[config.mk]
export PLATFORM = sky130hd
export DESIGN_NAME = rob_param
export DESIGN_NICKNAME = d
export VERILOG_FILES = /design/src/rtl/rob_pkg.sv /design/src/rtl/rob_param.sv
export SDC_FILE = /design/constraint.sdc
export NUM_CORES = 2
export LEC_CHECK = 0
export BUFFER_PORTS_ARGS = -buffer_cell sky130_fd_sc_hd__buf_2
export CORE_ASPECT_RATIO = 1.75
export CORE_MARGIN = 2
export CORE_UTILIZATION = 48
export DETAILED_ROUTE_END_ITERATION = 12
export PLACE_DENSITY = 0.68
export SYNTH_ARGS = -nofsm -noshare
export SYNTH_HDL_FRONTEND = slang
export SYNTH_SLANG_ARGS = --single-unit
[constraint.sdc]
create_clock -name clk -period 6.1 [get_ports clk]
set_input_delay 0.61 -clock clk [delete_from_list [all_inputs] [get_ports clk]]
set_output_delay 0.61 -clock clk [all_outputs]
set_load 0.01 [all_outputs]
[src/rtl/rob_pkg.sv]
// -----------------------------------------------------------------------------
// rob_pkg
// Shared definitions for the parametrised reorder buffer.
//   rob_type_e  : instruction class carried by every ROB entry
//   rob_state_e : retire FSM state encoding
// -----------------------------------------------------------------------------
package rob_pkg;

    typedef enum logic [1:0] {
        ROB_REG    = 2'b00,
        ROB_STORE  = 2'b01,
        ROB_BRANCH = 2'b10,
        ROB_HALT   = 2'b11
    } rob_type_e;

    typedef enum logic {
        RS_IDLE    = 1'b0,
        RS_ST_WAIT = 1'b1
    } rob_state_e;

endpackage : rob_pkg

[src/rtl/rob_param.sv]
// -----------------------------------------------------------------------------
// rob_param
// Parametrised reorder buffer. The decoder allocates entries in program order
// at the tail. The ALU and LSB write results back by entry id. Entries retire
// in order from the head to the register file, the LSB (store release) and
// the branch predictor.
//
// Ports
//   clk, rst, rdy, flush          clock, sync reset, global enable, flush
//   alloc_*                       allocation request from the decoder
//   alloc_id, full, count         allocation status
//   q1_*/q2_*                     operand queries (combinational, bypassed)
//   alu_*, lsb_*                  writeback ports
//   store_done                    LSB finished the released store
//   cm_reg_*                      register-file commit pulse
//   cm_store_*                    store-release pulse
//   bp_*                          predictor update pulse
//   rollback_*                    mispredict redirect pulse
//   halt                          sticky, set when a halt entry retires
//
// Handshake: alloc_valid is accepted on an edge only when rdy=1, full=0 and
// no mispredict flush happens on that edge; otherwise the decoder must hold
// the request. All *_valid outputs are single-cycle registered pulses.
// -----------------------------------------------------------------------------
module rob_param
    import rob_pkg::*;
#(
    parameter int DEPTH = 16,
    parameter int XLEN  = 32,
    parameter int IDW   = $clog2(DEPTH)
) (
    input  logic             clk,
    input  logic             rst,
    input  logic             rdy,
    input  logic             flush,
    input  logic             alloc_valid,
    input  logic [1:0]       alloc_type,
    input  logic [4:0]       alloc_rd,
    input  logic [XLEN-1:0]  alloc_pc,
    input  logic             alloc_pred,
    input  logic             alloc_ready,
    input  logic [XLEN-1:0]  alloc_value,
    output logic [IDW-1:0]   alloc_id,
    output logic             full,
    output logic [IDW:0]     count,
    input  logic [IDW-1:0]   q1_id,
    input  logic [IDW-1:0]   q2_id,
    output logic [XLEN-1:0]  q1_value,
    output logic [XLEN-1:0]  q2_value,
    output logic             q1_ready,
    output logic             q2_ready,
    input  logic             alu_valid,
    input  logic [IDW-1:0]   alu_id,
    input  logic [XLEN-1:0]  alu_value,
    input  logic             alu_taken,
    input  logic [XLEN-1:0]  alu_target,
    input  logic             lsb_valid,
    input  logic [IDW-1:0]   lsb_id,
    input  logic [XLEN-1:0]  lsb_value,
    input  logic             store_done,
    output logic             cm_reg_valid,
    output logic [4:0]       cm_reg_rd,
    output logic [XLEN-1:0]  cm_reg_value,
    output logic [IDW-1:0]   cm_reg_id,
    output logic             cm_store_valid,
    output logic [IDW-1:0]   cm_store_id,
    output logic             bp_valid,
    output logic [XLEN-1:0]  bp_pc,
    output logic             bp_taken,
    output logic             rollback_valid,
    output logic [XLEN-1:0]  rollback_pc,
    output logic             halt
);

    localparam int CW = IDW + 1;

    // Entry storage, one array per field
    rob_type_e        type_q  [DEPTH];
    logic [4:0]       rd_q    [DEPTH];
    logic [XLEN-1:0]  pc_q    [DEPTH];
    logic             pred_q  [DEPTH];
    logic             taken_q [DEPTH];
    logic             ready_q [DEPTH];
    logic [XLEN-1:0]  value_q [DEPTH];

    logic [IDW-1:0]   head_q, tail_q;
    logic [CW-1:0]    count_q;
    rob_state_e       state_q, state_d;
    logic             halt_q;

    logic             cm_reg_valid_q, cm_store_valid_q, bp_valid_q, rollback_valid_q;
    logic [4:0]       cm_reg_rd_q;
    logic [XLEN-1:0]  cm_reg_value_q, bp_pc_q, rollback_pc_q;
    logic [IDW-1:0]   cm_reg_id_q, cm_store_id_q;
    logic             bp_taken_q;

    // Retire decision signals
    logic             head_ready;
    rob_type_e        head_type;
    logic             retire_go, pop;
    logic             fire_reg, fire_store, fire_bp, fire_halt, mispredict;
    logic             alloc_fire;
    logic             clear;

    assign clear      = rst | flush;
    assign full       = (count_q == CW'(DEPTH));
    assign alloc_id   = tail_q;
    assign count      = count_q;
    assign halt       = halt_q;
    assign head_ready = (count_q != '0) && ready_q[head_q];
    assign head_type  = type_q[head_q];

    // ---------------- retire FSM: state register ----------------
    always_ff @(posedge clk) begin
        if (clear) begin
            state_q <= RS_IDLE;
        end else begin
            state_q <= state_d;
        end
    end

    // ---------------- retire FSM: next state ----------------
    always_comb begin
        state_d = state_q;
        case (state_q)
            RS_IDLE: begin
                if (rdy && !halt_q && head_ready && head_type == ROB_STORE) begin
                    state_d = RS_ST_WAIT;
                end
            end
            RS_ST_WAIT: begin
                if (rdy && store_done) begin
                    state_d = RS_IDLE;
                end
            end
            default: state_d = RS_IDLE;
        endcase
    end

    // ---------------- retire FSM: outputs ----------------
    always_comb begin
        retire_go  = rdy && !halt_q && (state_q == RS_IDLE) && head_ready;
        fire_reg   = retire_go && (head_type == ROB_REG);
        fire_store = retire_go && (head_type == ROB_STORE);
        fire_bp    = retire_go && (head_type == ROB_BRANCH);
        fire_halt  = retire_go && (head_type == ROB_HALT);
        mispredict = fire_bp && (taken_q[head_q] != pred_q[head_q]);
        // A store leaves the buffer only once the LSB reports it performed
        pop        = fire_reg || fire_bp || fire_halt
                     || (rdy && (state_q == RS_ST_WAIT) && store_done);
        // A mispredict wipes the buffer, so a same-cycle allocation is lost
        alloc_fire = rdy && alloc_valid && !full && !mispredict;
    end

    // ---------------- entries, pointers, registered pulses ----------------
    always_ff @(posedge clk) begin
        if (clear) begin
            head_q           <= '0;
            tail_q           <= '0;
            count_q          <= '0;
            halt_q           <= 1'b0;
            cm_reg_valid_q   <= 1'b0;
            cm_store_valid_q <= 1'b0;
            bp_valid_q       <= 1'b0;
            rollback_valid_q <= 1'b0;
            cm_reg_rd_q      <= '0;
            cm_reg_value_q   <= '0;
            cm_reg_id_q      <= '0;
            cm_store_id_q    <= '0;
            bp_pc_q          <= '0;
            bp_taken_q       <= 1'b0;
            rollback_pc_q    <= '0;
            for (int i = 0; i < DEPTH; i++) begin
                ready_q[i] <= 1'b0;
            end
        end else begin
            cm_reg_valid_q   <= 1'b0;
            cm_store_valid_q <= 1'b0;
            bp_valid_q       <= 1'b0;
            rollback_valid_q <= 1'b0;
            if (rdy) begin
                if (mispredict) begin
                    head_q  <= '0;
                    tail_q  <= '0;
                    count_q <= '0;
                    for (int i = 0; i < DEPTH; i++) begin
                        ready_q[i] <= 1'b0;
                    end
                end else begin
                    if (alloc_fire) begin
                        type_q[tail_q]  <= rob_type_e'(alloc_type);
                        rd_q[tail_q]    <= alloc_rd;
                        pc_q[tail_q]    <= alloc_pc;
                        pred_q[tail_q]  <= alloc_pred;
                        // A pre-resolved entry is treated as correctly predicted
                        taken_q[tail_q] <= alloc_pred;
                        ready_q[tail_q] <= alloc_ready;
                        value_q[tail_q] <= alloc_value;
                    end
                    if (alu_valid) begin
                        ready_q[alu_id] <= 1'b1;
                        if (type_q[alu_id] == ROB_BRANCH) begin
                            value_q[alu_id] <= alu_target;
                            taken_q[alu_id] <= alu_taken;
                        end else begin
                            value_q[alu_id] <= alu_value;
                        end
                    end
                    if (lsb_valid) begin
                        ready_q[lsb_id] <= 1'b1;
                        value_q[lsb_id] <= lsb_value;
                    end
                    head_q  <= head_q + IDW'(pop);
                    tail_q  <= tail_q + IDW'(alloc_fire);
                    count_q <= count_q + CW'(alloc_fire) - CW'(pop);
                end

                if (fire_reg) begin
                    cm_reg_valid_q <= 1'b1;
                    cm_reg_rd_q    <= rd_q[head_q];
                    cm_reg_value_q <= value_q[head_q];
                    cm_reg_id_q    <= head_q;
                end
                if (fire_store) begin
                    cm_store_valid_q <= 1'b1;
                    cm_store_id_q    <= head_q;
                end
                if (fire_bp) begin
                    bp_valid_q <= 1'b1;
                    bp_pc_q    <= pc_q[head_q];
                    bp_taken_q <= taken_q[head_q];
                end
                if (mispredict) begin
                    rollback_valid_q <= 1'b1;
                    rollback_pc_q    <= value_q[head_q];
                end
                if (fire_halt) begin
                    halt_q <= 1'b1;
                end
            end
        end
    end

    assign cm_reg_valid   = cm_reg_valid_q;
    assign cm_reg_rd      = cm_reg_rd_q;
    assign cm_reg_value   = cm_reg_value_q;
    assign cm_reg_id      = cm_reg_id_q;
    assign cm_store_valid = cm_store_valid_q;
    assign cm_store_id    = cm_store_id_q;
    assign bp_valid       = bp_valid_q;
    assign bp_pc          = bp_pc_q;
    assign bp_taken       = bp_taken_q;
    assign rollback_valid = rollback_valid_q;
    assign rollback_pc    = rollback_pc_q;

    // ---------------- operand queries with writeback bypass ----------------
    // LSB wins an id clash with the ALU (an illegal case, but deterministic).
    always_comb begin
        q1_value = value_q[q1_id];
        q1_ready = ready_q[q1_id];
        if (alu_valid && alu_id == q1_id) begin
            q1_ready = 1'b1;
            q1_value = (type_q[q1_id] == ROB_BRANCH) ? alu_target : alu_value;
        end
        if (lsb_valid && lsb_id == q1_id) begin
            q1_ready = 1'b1;
            q1_value = lsb_value;
        end
    end

    always_comb begin
        q2_value = value_q[q2_id];
        q2_ready = ready_q[q2_id];
        if (alu_valid && alu_id == q2_id) begin
            q2_ready = 1'b1;
            q2_value = (type_q[q2_id] == ROB_BRANCH) ? alu_target : alu_value;
        end
        if (lsb_valid && lsb_id == q2_id) begin
            q2_ready = 1'b1;
            q2_value = lsb_value;
        end
    end

endmodule : rob_param

==> impl_metrics.py <==
metrics = {
    "status": {
        "status": "completed",
    },
    "worst_setup_path": {
        "path_class": "reg2reg",
        "path_cells": "mux4_2 -> mux4_2 -> a211o_2 -> o21ai_4 -> buf_4 -> nand2_1 -> o221ai_1",
        "worstPathMaxFanout": 27,
        "crit_path_frequent_cell": "mux4_2",
        "reg2reg_slack_ns": 1.04,
        "cp-start-kind": "flip-flop",
        "reg2reg_depth": 7,
        "crit_path_top_delay_cell": "nand2_1",
        "crit_required_ns": 6.66,
        "cp_slowest_stage_delay_ns": 1.00,
        "crit_path_end_kind": "flip-flop",
        "cp.arrival_ns": 5.61,
        "r2r-end": "value_q[2][27]$_DFFE_PP_",
    },
    "synth": {
        "synthArstFlopShare": 0,
        "synth_edf_count": 1168,
        "netlist_instances": 4738,
        "netlist_area_um2": 70170,
        "ys.flop_type": "edfxtp_1",
        "syn_avg_cell_area_um2": 14.81,
        "synth_cell_types": 62,
        "synth_fp_nets": 4943,
        "synth_top_area_cell": "edfxtp_1",
        "synth-seq-cells": 1317,
        "netlist.area_leader.share": 0.4999,
        "synth_area_leaders": "edfxtp_1 (50%), mux4_2 (23%), o221ai_1 (4.3%), dfxtp_1 (4.3%), nand2_1 (4.1%)",
        "yosysWarningCount": 0,
        "ys_seq_area_frac": 0.5424,
    },
    "global_route": {
        "grt_pass1_vias": 50320,
        "grt_pass1_wl_mm": 368.4,
        "grt_usage": 0.3510,
        "grt_antenna_before_repair": 48,
        "grt_max_degree": 154,
        "grt_overflow_total": 0,
    },
    "timing": {
        "rsz0062_at_grt": "no",
        "tightest_slew_ns": 1.304,
        "setup_viol": 0,
        "final.setup.worst_slack_ns": 1.044,
        "worst_clock_skew_ns": 0.09142,
        "period_share": 0.8289,
        "slew_headroom": 0.1288,
        "holdWs_ns": 0.1270,
        "fmax_ghz": 0.1978,
        "layout_min_cycle_time_ns": 5.056,
        "hold_violations": 0,
        "setup_tns_ns": 0,
        "drv_slew": 0,
    },
    "placed_design": {
        "placed_cell_area_um2": 74490,
        "port_buffers": 384,
        "gp_congestion": 0.9439,
        "place_hpwl_mm": 156.0,
        "pre_cts_slack_ns": 1.277,
        "place_inst": 6617,
    },
    "cts": {
        "htreeDepth": 3,
        "cts-buffers-inserted": 119,
        "holdBufCountCts": 0,
        "insertion_delay_ns": 0.81,
        "post-cts-setup-buffer-count": 0,
        "clockBufferDepth": 3,
        "cts_sinks": 1317,
        "cts_tree": "done",
        "clk_pin_slew_ns": 0.07,
        "cts_resized": 0,
        "cts_root_buf": "clkbuf_16",
    },
    "die": {
        "ios": 385,
        "rows": 185,
        "initial_core_util": 0.4835,
        "die-area_um2": 149400,
        "die_y_um": 509.8,
        "die_w_um": 293.0,
        "core_area_um2": 145100,
    },
    "detailed_routing": {
        "drtIter0Drc": 8262,
        "routed_wl_mm": 265.2,
        "drc": 0,
        "drtAntennaViolNets": 0,
        "num_vias": 51610,
        "wl_per_cell_um": 38.71,
        "post_drt_via_cell_ratio": 7.533,
        "drtPass1Iterations": 7,
    },
    "min_path": {
        "min_path_cells": 4,
        "hp-start": "store_done",
        "hold_path_end": "state_q$_SDFF_PP0_",
        "hold_class": "in2reg",
    },
    "pwr": {
        "clkPwrFrac": 0.411,
        "p_comb_frac": 0.080,
        "irDropWorstVdd_v": 0.0002974,
        "pwr-share-seq": 0.509,
        "leakagePower_nw": 24.04,
        "sw_frac_of_total": 0.2418,
        "power_mw": 19.38,
        "p_switching_mw": 4.688,
        "p_int_mw": 14.70,
        "powerDensity_nw_per_um2": 246.5,
    },
    "finish": {
        "area_growth_pct": 12.06,
        "fin_util": 0.5418,
        "postLayoutCellArea_um2": 78630,
        "fin_nets": 5073,
        "stdcell_count": 6851,
        "drive_gt1_frac": 0.3520,
    },
    "job": {
        "max_cap_viol_count": 0,
    },
}
==> sequential cells by signal (all words and copies together), names as in the netlist, named ones only <==
register / flops
alloc_id: 4
bp_pc: 32
bp_taken: 1
bp_valid: 1
cm_reg_id: 4
cm_reg_rd: 5
cm_reg_valid: 1
cm_reg_value: 32
cm_store_id: 4
cm_store_valid: 1
count: 5
halt: 1
head_q: 4
pc_q: 512
pred_q: 16
rd_q: 80
ready_q: 16
rollback_pc: 32
rollback_valid: 1
state_q: 1
taken_q: 16
type_q: 32
value_q: 512
==> cell usage in the layout (no fill, tap or decap), types with 29 or more instances in the layout <==
cell,synthesis,layout
a21oi_1,70,53
a22o_1,32,32
buf_2,108,378
buf_4,19,160
clkbuf_16,0,122
dfxtp_1,149,141
edfxtp_1,1168,1168
inv_1,52,45
mux2i_1,124,124
mux2i_2,29,29
mux4_2,706,706
nand2_1,774,769
nand3_1,98,94
nor2_1,94,86
o211ai_1,66,66
o21ai_0,151,142
o221ai_1,343,343
o221ai_2,104,104
==> critical path, delay by kind of cell, from the launching register on <==
family | cells | cell delay, ns
AOI/OAI and AO/OA | 3 | 1.32
DFF | 1 | 0.66
buffers and inverters | 1 | 0.61
and+or+nand+nor | 1 | 1.00
muxes | 2 | 1.18
==> logic make-up after synthesis <==
family                     after synthesis  share of synthesized area
DFF                                   1317                     0.5424
and+or+nand+nor                       1058                    0.06179
muxes                                  877                     0.2529
AOI/OAI and AO/OA                      843                     0.1019
buffers and inverters                  607                    0.03590
xor gates and xnor gates                25                   0.003121
adders and majority gates               11                   0.002068
==> power by group through the flow <==
stage	logic [mW]	registers, mW	clock network (mW)
after CTS	1.51	9.86	7.99
final	1.56	9.86	7.97
after floorplan	0.929	10.1	0
after global routing	1.62	9.86	8.30
after global placement	1.48	10.1	0
after detailed placement	1.51	10.1	0
==> cells in the mapped netlist (23+ instances only) <==
cell,number
a21oi_1,70
dfxtp_1,149
mux4_2,706
nor2b_1,25
clkbuf_1,322
o21ai_0,151
o221ai_2,104
nor2_1,94
buf_1,102
o211ai_2,23
edfxtp_1,1168
o211ai_1,66
inv_1,52
mux2i_1,124
mux2i_2,29
a22o_1,32
o221ai_1,343
nand3_1,98
buf_2,108
nand2_1,774
==> area by class of cell <==
type | instances | area, µm²
well taps | 1870 | 2340
fillers | 11520 | 66500
clock inverters | 78 | 893.4
repair buffers | 563 | 3566
diodes | 10 | 25.02
flip-flops and latches | 1317 | 38080
clock buffers | 146 | 3223
multi-input cells | 2814 | 30310
inverters | 53 | 198.9
==> worst max path at each step <==
| stage | end | from | slack (ns) |
|---|---|---|---|
| global placement | count[4]$_SDFFE_PP0P_ | flip-flop | 1.34 |
| finish | value_q[2][27]$_DFFE_PP_ | flip-flop | 1.04 |
| global route | value_q[9][13]$_DFFE_PP_ | flip-flop | 1.07 |
| floorplan | value_q[10][0]$_DFFE_PP_ | flip-flop | 0.73 |
| detailed placement | value_q[12][25]$_DFFE_PP_ | flip-flop | 1.28 |
| CTS | value_q[12][25]$_DFFE_PP_ | flip-flop | 1.23 |
==> layer usage <==
metal	track usage	share of wire	vias to the layer above
met5	0	0.0016	-
met4	0.2421	0.084	70
met3	0.1308	0.15	1400
met2	0.5391	0.45	4819
met1	0.4100	0.31	25680
li1	-	-	19640
Note: power is estimated with default switching activity, not from simulation.
